**config.mk**
```make
export PLATFORM = sky130hd
export DESIGN_NAME = power_monitor
export DESIGN_NICKNAME = d
export VERILOG_FILES = /design/src/rtl/power_monitor.sv
export SDC_FILE = /design/constraint.sdc
export NUM_CORES = 1
export LEC_CHECK = 0
export CAP_MARGIN = 20
export CORE_MARGIN = 2
export CORE_UTILIZATION = 49
export DETAILED_ROUTE_END_ITERATION = 10
export PLACE_DENSITY = 0.78
export SLEW_MARGIN = 10
export SYNTH_ARGS = -nofsm -noshare
export SYNTH_HDL_FRONTEND = slang
export SYNTH_SLANG_ARGS = --single-unit
```
**constraint.sdc**
```tcl
create_clock -name CLOCK_50 -period 2.64 [get_ports CLOCK_50]
set_clock_uncertainty 0.05 [all_clocks]
set_input_delay 0.528 -clock CLOCK_50 [delete_from_list [all_inputs] [get_ports CLOCK_50]]
set_output_delay 0.528 -clock CLOCK_50 [all_outputs]
set_load 0.02 [all_outputs]
```
**src/rtl/power_monitor.sv**
```systemverilog
`default_nettype none
// ---------------------------------------------------------------------------
// Module   : power_monitor
// Purpose  : Scans 8 voltage-mux channels, majority-votes a synchronized
//            rail-good line per channel and raises a sticky fault.
// Options  : define PM_AUTOKILL_EN to drive kill from a registered fault.
// Revision : 1.0
// ---------------------------------------------------------------------------
module power_monitor #(
  parameter int SETTLE_CYCLES = 50000,
  parameter int SAMPLES       = 16
) (
  input  logic       CLOCK_50,
  input  logic       RESET,
  input  logic       enable,
  input  logic       status_in,
  input  logic [7:0] chan_mask,
  input  logic       clear_fault,
  output logic [2:0] mux_sel,
  output logic       kill,
  output logic [7:0] good_map,
  output logic       fault,
  output logic       busy,
  output logic       scan_done
);

  localparam int CNT_W  = 20;
  localparam int ONES_W = 8;
  localparam logic [CNT_W-1:0] SETTLE_LAST = CNT_W'(SETTLE_CYCLES - 1);
  localparam logic [CNT_W-1:0] SAMPLE_LAST = CNT_W'(SAMPLES - 1);
  localparam logic [ONES_W:0]  MAJ_THRESH  = (ONES_W + 1)'(SAMPLES);

  typedef enum logic [1:0] {
    IDLE   = 2'd0,
    SETTLE = 2'd1,
    SAMPLE = 2'd2,
    EVAL   = 2'd3
  } state_t;

  state_t            state_q, state_d;
  logic [CNT_W-1:0]  cnt_q, cnt_d;
  logic [ONES_W-1:0] ones_q, ones_d;
  logic [2:0]        chan_q, chan_d;
  logic [7:0]        good_q, good_d;
  logic              fault_q, fault_d;
  logic              done_q, done_d;
  logic              sync1_q, sync2_q;
  logic              chan_good;

  always_ff @(posedge CLOCK_50) begin
    if (RESET) begin
      sync1_q <= 1'b0;
      sync2_q <= 1'b0;
    end else begin
      sync1_q <= status_in;
      sync2_q <= sync1_q;
    end
  end

  always_ff @(posedge CLOCK_50) begin
    if (RESET) begin
      state_q <= IDLE;
      cnt_q   <= '0;
      ones_q  <= '0;
      chan_q  <= '0;
      good_q  <= '0;
      fault_q <= 1'b0;
      done_q  <= 1'b0;
    end else begin
      state_q <= state_d;
      cnt_q   <= cnt_d;
      ones_q  <= ones_d;
      chan_q  <= chan_d;
      good_q  <= good_d;
      fault_q <= fault_d;
      done_q  <= done_d;
    end
  end

  always_comb begin
    state_d   = state_q;
    cnt_d     = cnt_q;
    ones_d    = ones_q;
    chan_d    = chan_q;
    good_d    = good_q;
    fault_d   = fault_q;
    done_d    = 1'b0;
    // Strict majority: a tie counts as bad.
    chan_good = {ones_q, 1'b0} > MAJ_THRESH;

    if (clear_fault) fault_d = 1'b0;

    case (state_q)
      IDLE: begin
        if (enable) begin
          state_d = SETTLE;
          chan_d  = '0;
          cnt_d   = '0;
          ones_d  = '0;
        end
      end
      SETTLE: begin
        if (cnt_q == SETTLE_LAST) begin
          state_d = SAMPLE;
          cnt_d   = '0;
        end else begin
          cnt_d = cnt_q + 1'b1;
        end
      end
      SAMPLE: begin
        ones_d = ones_q + ONES_W'(sync2_q);
        if (cnt_q == SAMPLE_LAST) begin
          state_d = EVAL;
          cnt_d   = '0;
        end else begin
          cnt_d = cnt_q + 1'b1;
        end
      end
      EVAL: begin
        good_d[chan_q] = chan_good;
        // A set in the same cycle as clear_fault overrides the clear above.
        if (!chan_good && !chan_mask[chan_q]) fault_d = 1'b1;
        ones_d = '0;
        cnt_d  = '0;
        if (chan_q == 3'd7) begin
          done_d  = 1'b1;
          chan_d  = '0;
          state_d = enable ? SETTLE : IDLE;
        end else begin
          chan_d  = chan_q + 1'b1;
          state_d = SETTLE;
        end
      end
      default: state_d = IDLE;
    endcase
  end

`ifdef PM_AUTOKILL_EN
  logic kill_q;

  always_ff @(posedge CLOCK_50) begin
    if (RESET) kill_q <= 1'b0;
    else       kill_q <= fault_q;
  end

  assign kill = kill_q;
`else
  assign kill = 1'b0;
`endif

  assign mux_sel   = chan_q;
  assign good_map  = good_q;
  assign fault     = fault_q;
  assign busy      = (state_q != IDLE);
  assign scan_done = done_q;

endmodule
`default_nettype wire

```
== Yosys cells after proc, flatten, opt, wreduce, memory -nomap -nowiden ==
Index checks and enable logic that the tools add are counted.

* Add/subtract/negate cells: 3
* Multiply operators: 0
* Div/mod/pow operators: 0
* $lt $le $gt $ge: 3
* Eq/ne operators: 9
* Shift operators: 0
* Multiplexer cells: 24
* Bitwise logic cells: 1
* Reduce and logical (&&, ||, !) cells: 12

{| class="wikitable"
|+ Operator list
! operator !! count
|-
| $pmux 20 s4 || 1
|-
| $mux 20 || 3
|-
| $pmux 8 s3 || 1
|-
| $add 20x1->20 const B || 1
|-
| $eq 20x16->1 const B || 1
|-
| $eq 20x4->1 const B || 1
|-
| $gt 9x5->1 const B || 1
|-
| $add 8x1->8 || 1
|-
| $bwmux 8 || 1
|-
| $mux 1 || 8
|-
| $mux 8 || 1
|-
| $pmux 2 s4 || 1
|-
| $mux 2 || 3
|-
| $mux 3 || 2
|-
| $ne 2x2->1 const B || 3
|-
| $pmux 3 s2 || 1
|-
| $eq 2x2->1 const B || 2
|-
| $lt 3x4->1 const B || 1
|-
| $reduce_and 2->1 || 2
|-
| $reduce_bool 2->1 || 2
|-
| $add 3x1->3 const B || 1
|-
| $bmux 1 s3 || 1
|-
| $demux 1 s3 || 1
|-
| $eq 3x3->1 const B || 1
|-
| other kinds (9) || 11
|}

* Register bits after elaboration: 45
* Latch bits: 0
* RAM bits: 0
* Bits in read-only memories: 0
* Input port bits: 13
* Word-level logic and storage cells: 61
* Memories: 0

== Depth between registers and ports, before layout ==
* Depth in word-level cells: 6
* Gate-level depth with buffers: 9
* Gate-level depth less buffers: 7

== Worst setup path before layout ==
No wires, ideal clock.

* Kind: flip-flop to flip-flop
* Start: register state_q[0]
* End: register cnt_q[11]
* Arrival time: 1994 ps
* Required time: 2516 ps
* Setup slack: 522 ps
* Cell stages (with the launch flop): 8
* Cells stage by stage: dfxtp_1 > inv_1 > ha_1 > and2b_2 > or3_1 > nor2_1 > or4b_1 > a31oi_1

* Longest elaborated chain between the ends: 2
* Elaborated cells between the ends (all ways): 6
* Classes of those cells: eq/ne (4); mux (1); reduce/logical (1)

{| class="wikitable"
|+ RTL lines
! item !! RTL line !! RTL
|-
| start: declaration || 40 || <nowiki>state_t state_q, state_d;</nowiki>
|-
| start signal: assignment || 70 || <nowiki>state_q <= state_d;</nowiki>
|-
| $eq 2x2->1 (tied with other cells) || 93 || <nowiki>case (state_q)</nowiki>
|-
| $pmux 20 s4 or $ne 2x2->1 (tied branches) || n/a ||
|-
| end signal: assignment || 71 || <nowiki>cnt_q <= cnt_d;</nowiki>
|-
| end: declaration || 41 || <nowiki>logic [CNT_W-1:0] cnt_q, cnt_d;</nowiki>
|}

Several ways; a longest one is shown, not always the timed one.
A chain may end at the register's enable or synchronous reset.

== Final worst setup path ==
* Start: register state_q[0]
* End: output port busy

* Longest elaborated chain between the ends: 1

{| class="wikitable"
|+ RTL lines
! item !! RTL line !! RTL
|-
| $reduce_bool 2->1 || 154 || <nowiki>assign busy = (state_q != IDLE);</nowiki>
|-
| end: declaration || 23 || <nowiki>output logic busy,</nowiki>
|}

No other way between the ends.

==> results.py <==
metrics = {
    "logic_synthesis": {
        "synthFlopType": "dfxtp_1",
        "syn_area_mm2": 0.002248,
        "synth-edff-count": 0,
        "yosys_warnings": 0,
        "synth_top_area_share_pct": 40.07,
        "ys_types": 45,
        "ys_seq_area_share_pct": 40.07,
        "synth_nets": 276,
        "async_flop_share_pct": 0,
        "avgSynthCellArea_um2": 8.852,
        "synth_top_area_cell": "dfxtp_1",
        "synth_area_leaders": "dfxtp_1 (40%), nor2_1 (7.0%), ha_1 (5.0%)",
        "synth_cells": 254,
        "ys_seq_elements": 45,
    },
    "timing": {
        "hold_violations": 0,
        "period_share_pct": 87.28,
        "slew_viol_final": 0,
        "final-setup-viol-count": 0,
        "fmax_mhz": 434.0,
        "setup_tns_ns": 0,
        "rsz0062_at_grt": "false",
        "fin_crit_ns": 2.304,
    },
    "clocking": {
        "clockBufferDepth": 2,
        "cts_hold_buf": 0,
        "cts_root_buffer": "clkbuf_8",
        "clkSinkCount": 45,
        "post_cts_resized": 0,
        "numCtsBuffers": 5,
        "htreeDepth": 2,
        "cts_tree": "yes",
        "postCtsSetupBuffers": 0,
        "worstSkewPairLatency_ns": 0.30,
        "clkSlewWorstSetupHoldPaths_ns": 0.08,
    },
    "route": {
        "wl_per_cell_um": 13.35,
        "drt_iter0_markers": 103,
        "viasPerCell": 5.602,
        "drc": 0,
        "drt_pass1_iterations": 4,
        "num_vias": 1888,
        "routed_wl_mm": 4.500,
        "drtAntennaViolNets": 0,
    },
    "global_route": {
        "grt_use_total_pct": 18.60,
        "busiest_layer": "met2",
        "grt_use_met2_pct": 28.70,
        "grt_pass1_wl_mm": 7.707,
        "grt_use_met1_pct": 25.22,
        "first_global_vias": 1786,
        "use_met3_pct": 3.516,
        "grt-ovfl-total": 0,
        "grt_max_degree": 20,
        "antenna_found_initial": 0,
    },
    "floorplanning": {
        "ioPinCount": 28,
        "rows": 24,
        "chipWidth_um": 71.74,
        "floorplan.initialDensity_pct": 51.28,
        "die-area_mm2": 0.005147,
        "coreArea_mm2": 0.004384,
        "die_h_um": 71.74,
    },
    "worst_hold_path": {
        "hp-class": "register to register",
    },
    "cells_and_area": {
        "fill_cells": 375,
        "design_area_mm2": 0.002683,
        "antenna_cells": 0,
        "drive_above_1_share_pct": 10.18,
        "area_growth_pct": 19.31,
        "fin_cells": 337,
        "nets": 306,
    },
    "setup_path": {
        "slowest_stage": "clkdlybuf4s50_1",
        "cp_slowest_stage_delay_ns": 0.62,
        "path_buf_inv": 3,
        "cp_max_fo": 5,
        "critical_path.most_common_cell": "inv_1",
        "path_delay_family": "buffers and inverters",
        "cp.arrival_ns": 1.73,
        "critPathCaptureType": "output port",
        "worstPathCellList": "inv_1 > ha_1 > inv_1 > clkdlybuf4s50_1",
        "crit_path_start_kind": "register",
        "crit_required_ns": 2.06,
        "critPathKind": "register to output port",
    },
    "run_status": {
        "status": "finished clean",
    },
    "power_and_ir_drop": {
        "total_power_mw": 1.662,
        "p_int_mw": 1.138,
        "p_sw_share_pct": 31.53,
        "power.switching_mw": 0.5240,
        "p_clk_share_pct": 27.6,
        "power_density_mw_per_mm2": 619.5,
        "p_leak_nw": 0.9270,
        "combPwrFrac_pct": 28.3,
        "seqPwrFrac_pct": 44.1,
        "ir_drop_mv": 0.4122,
    },
    "placed_design": {
        "placed_cell_area_mm2": 0.002581,
        "dp_cells": 329,
        "place_congestion": 0.8620,
        "dp_hpwl_mm": 3.264,
        "numPortBuffers": 26,
    },
    "run": {
        "cap_violations": 0,
    },
}
==> metrics by stage <==
step	hold WS, ns	worst slack, ns	utilization [%]
6_report	0.3952	0.3358	61.19
3_5_place_dp	0.3754	0.07727	58.88
4_1_cts	0.3939	0.3188	61.19
5_1_grt	0.4023	0.1446	61.19
3_3_place_gp	0.3693	0.1410	58.88
2_1_floorplan	0.3638	0.5218	-
==> power by group through the flow <==
stage / clock, mW / sequential, mW / combinational (mW)
2_1_floorplan: 0 / 0.746 / 0.360
3_3_place_gp: 0 / 0.748 / 0.465
3_5_place_dp: 0 / 0.749 / 0.470
4_1_cts: 0.473 / 0.733 / 0.474
5_1_grt: 0.498 / 0.738 / 0.520
6_report: 0.459 / 0.733 / 0.470
==> final cells by class <==
class | count | area (µm²) | area share (%)
Clock inverter | 1 | 5.005 | 0.1866
Tap cell | 52 | 65.06 | 2.425
Sequential cell | 45 | 900.9 | 33.58
Inverter | 6 | 22.52 | 0.8396
Clock buffer | 7 | 96.34 | 3.591
Multi-Input combinational cell | 189 | 1250 | 46.60
Timing Repair Buffer | 37 | 342.8 | 12.78
==> worst paths after layout <==
path | depth (start not counted) | start | to | slack, ns
max | 4 | state_q[0]$_SDFFE_PP0P_ | busy | 0.34
max reg2reg | 7 | state_q[0]$_SDFFE_PP0P_ | cnt_q[11]$_SDFFE_PP0P_ | 0.35
min reg2reg | 1 | sync1_q$_SDFF_PP0_ | sync2_q$_SDFF_PP0_ | 0.40
min | 1 | sync1_q$_SDFF_PP0_ | sync2_q$_SDFF_PP0_ | 0.40
==> cells by family after synthesis <==
family	Yosys count	share of synthesized area, %
fa+ha+maj	9	5.008
compound gates	33	11.02
flops	45	40.07
xor+xnor	23	8.959
other cells	1	0.1668
mux	5	3.339
buf+inv	20	4.340
simple gates	118	27.10
==> cell usage after synthesis, types with 3 or more instances <==
master    instances
or3_1             5
inv_1             6
mux2i_1           3
dfxtp_1          45
a21oi_1           8
xor2_1           12
nand4_1           6
ha_1              9
o21ai_0           5
xnor2_1          11
clkbuf_1         10
a311oi_1          6
nand2_1          14
nor4_1            4
nor3b_1           4
nor2b_1           3
nor2_1           42
and3_1            5
nor3_1           10
nand3_1          14
==> sequential cells by signal (all words and copies together) (netlist names) <==
register and flops:
sync2_q 1, mux_sel 3, ones_q 8, fault 1
cnt_q 20, sync1_q 1, good_map 8, state_q 2
scan_done 1
==> per-layer routing <==
metal / share of wire [%] / vias up
met2: 45 / 42
met4: 1.8 / 0
met5: 0 / -
li1: - / 955
met3: 4.0 / 8
met1: 49 / 883
==> cells in the final DEF (no fill, tap or decap), types with 4 or more instances in the layout <==
| master | n |
|---|---|
| a21oi_1 | 8 |
| a311oi_1 | 6 |
| and3_1 | 5 |
| buf_4 | 11 |
| clkbuf_8 | 7 |
| clkdlybuf4s50_1 | 26 |
| dfxtp_1 | 45 |
| ha_1 | 9 |
| inv_1 | 6 |
| nand2_1 | 14 |
| nand3_1 | 14 |
| nand4_1 | 6 |
| nor2_1 | 42 |
| nor3_1 | 10 |
| nor3b_1 | 4 |
| nor4_1 | 4 |
| o21ai_0 | 5 |
| or3_1 | 5 |
| xnor2_1 | 11 |
| xor2_1 | 12 |
(Power assumes the default switching activity.)
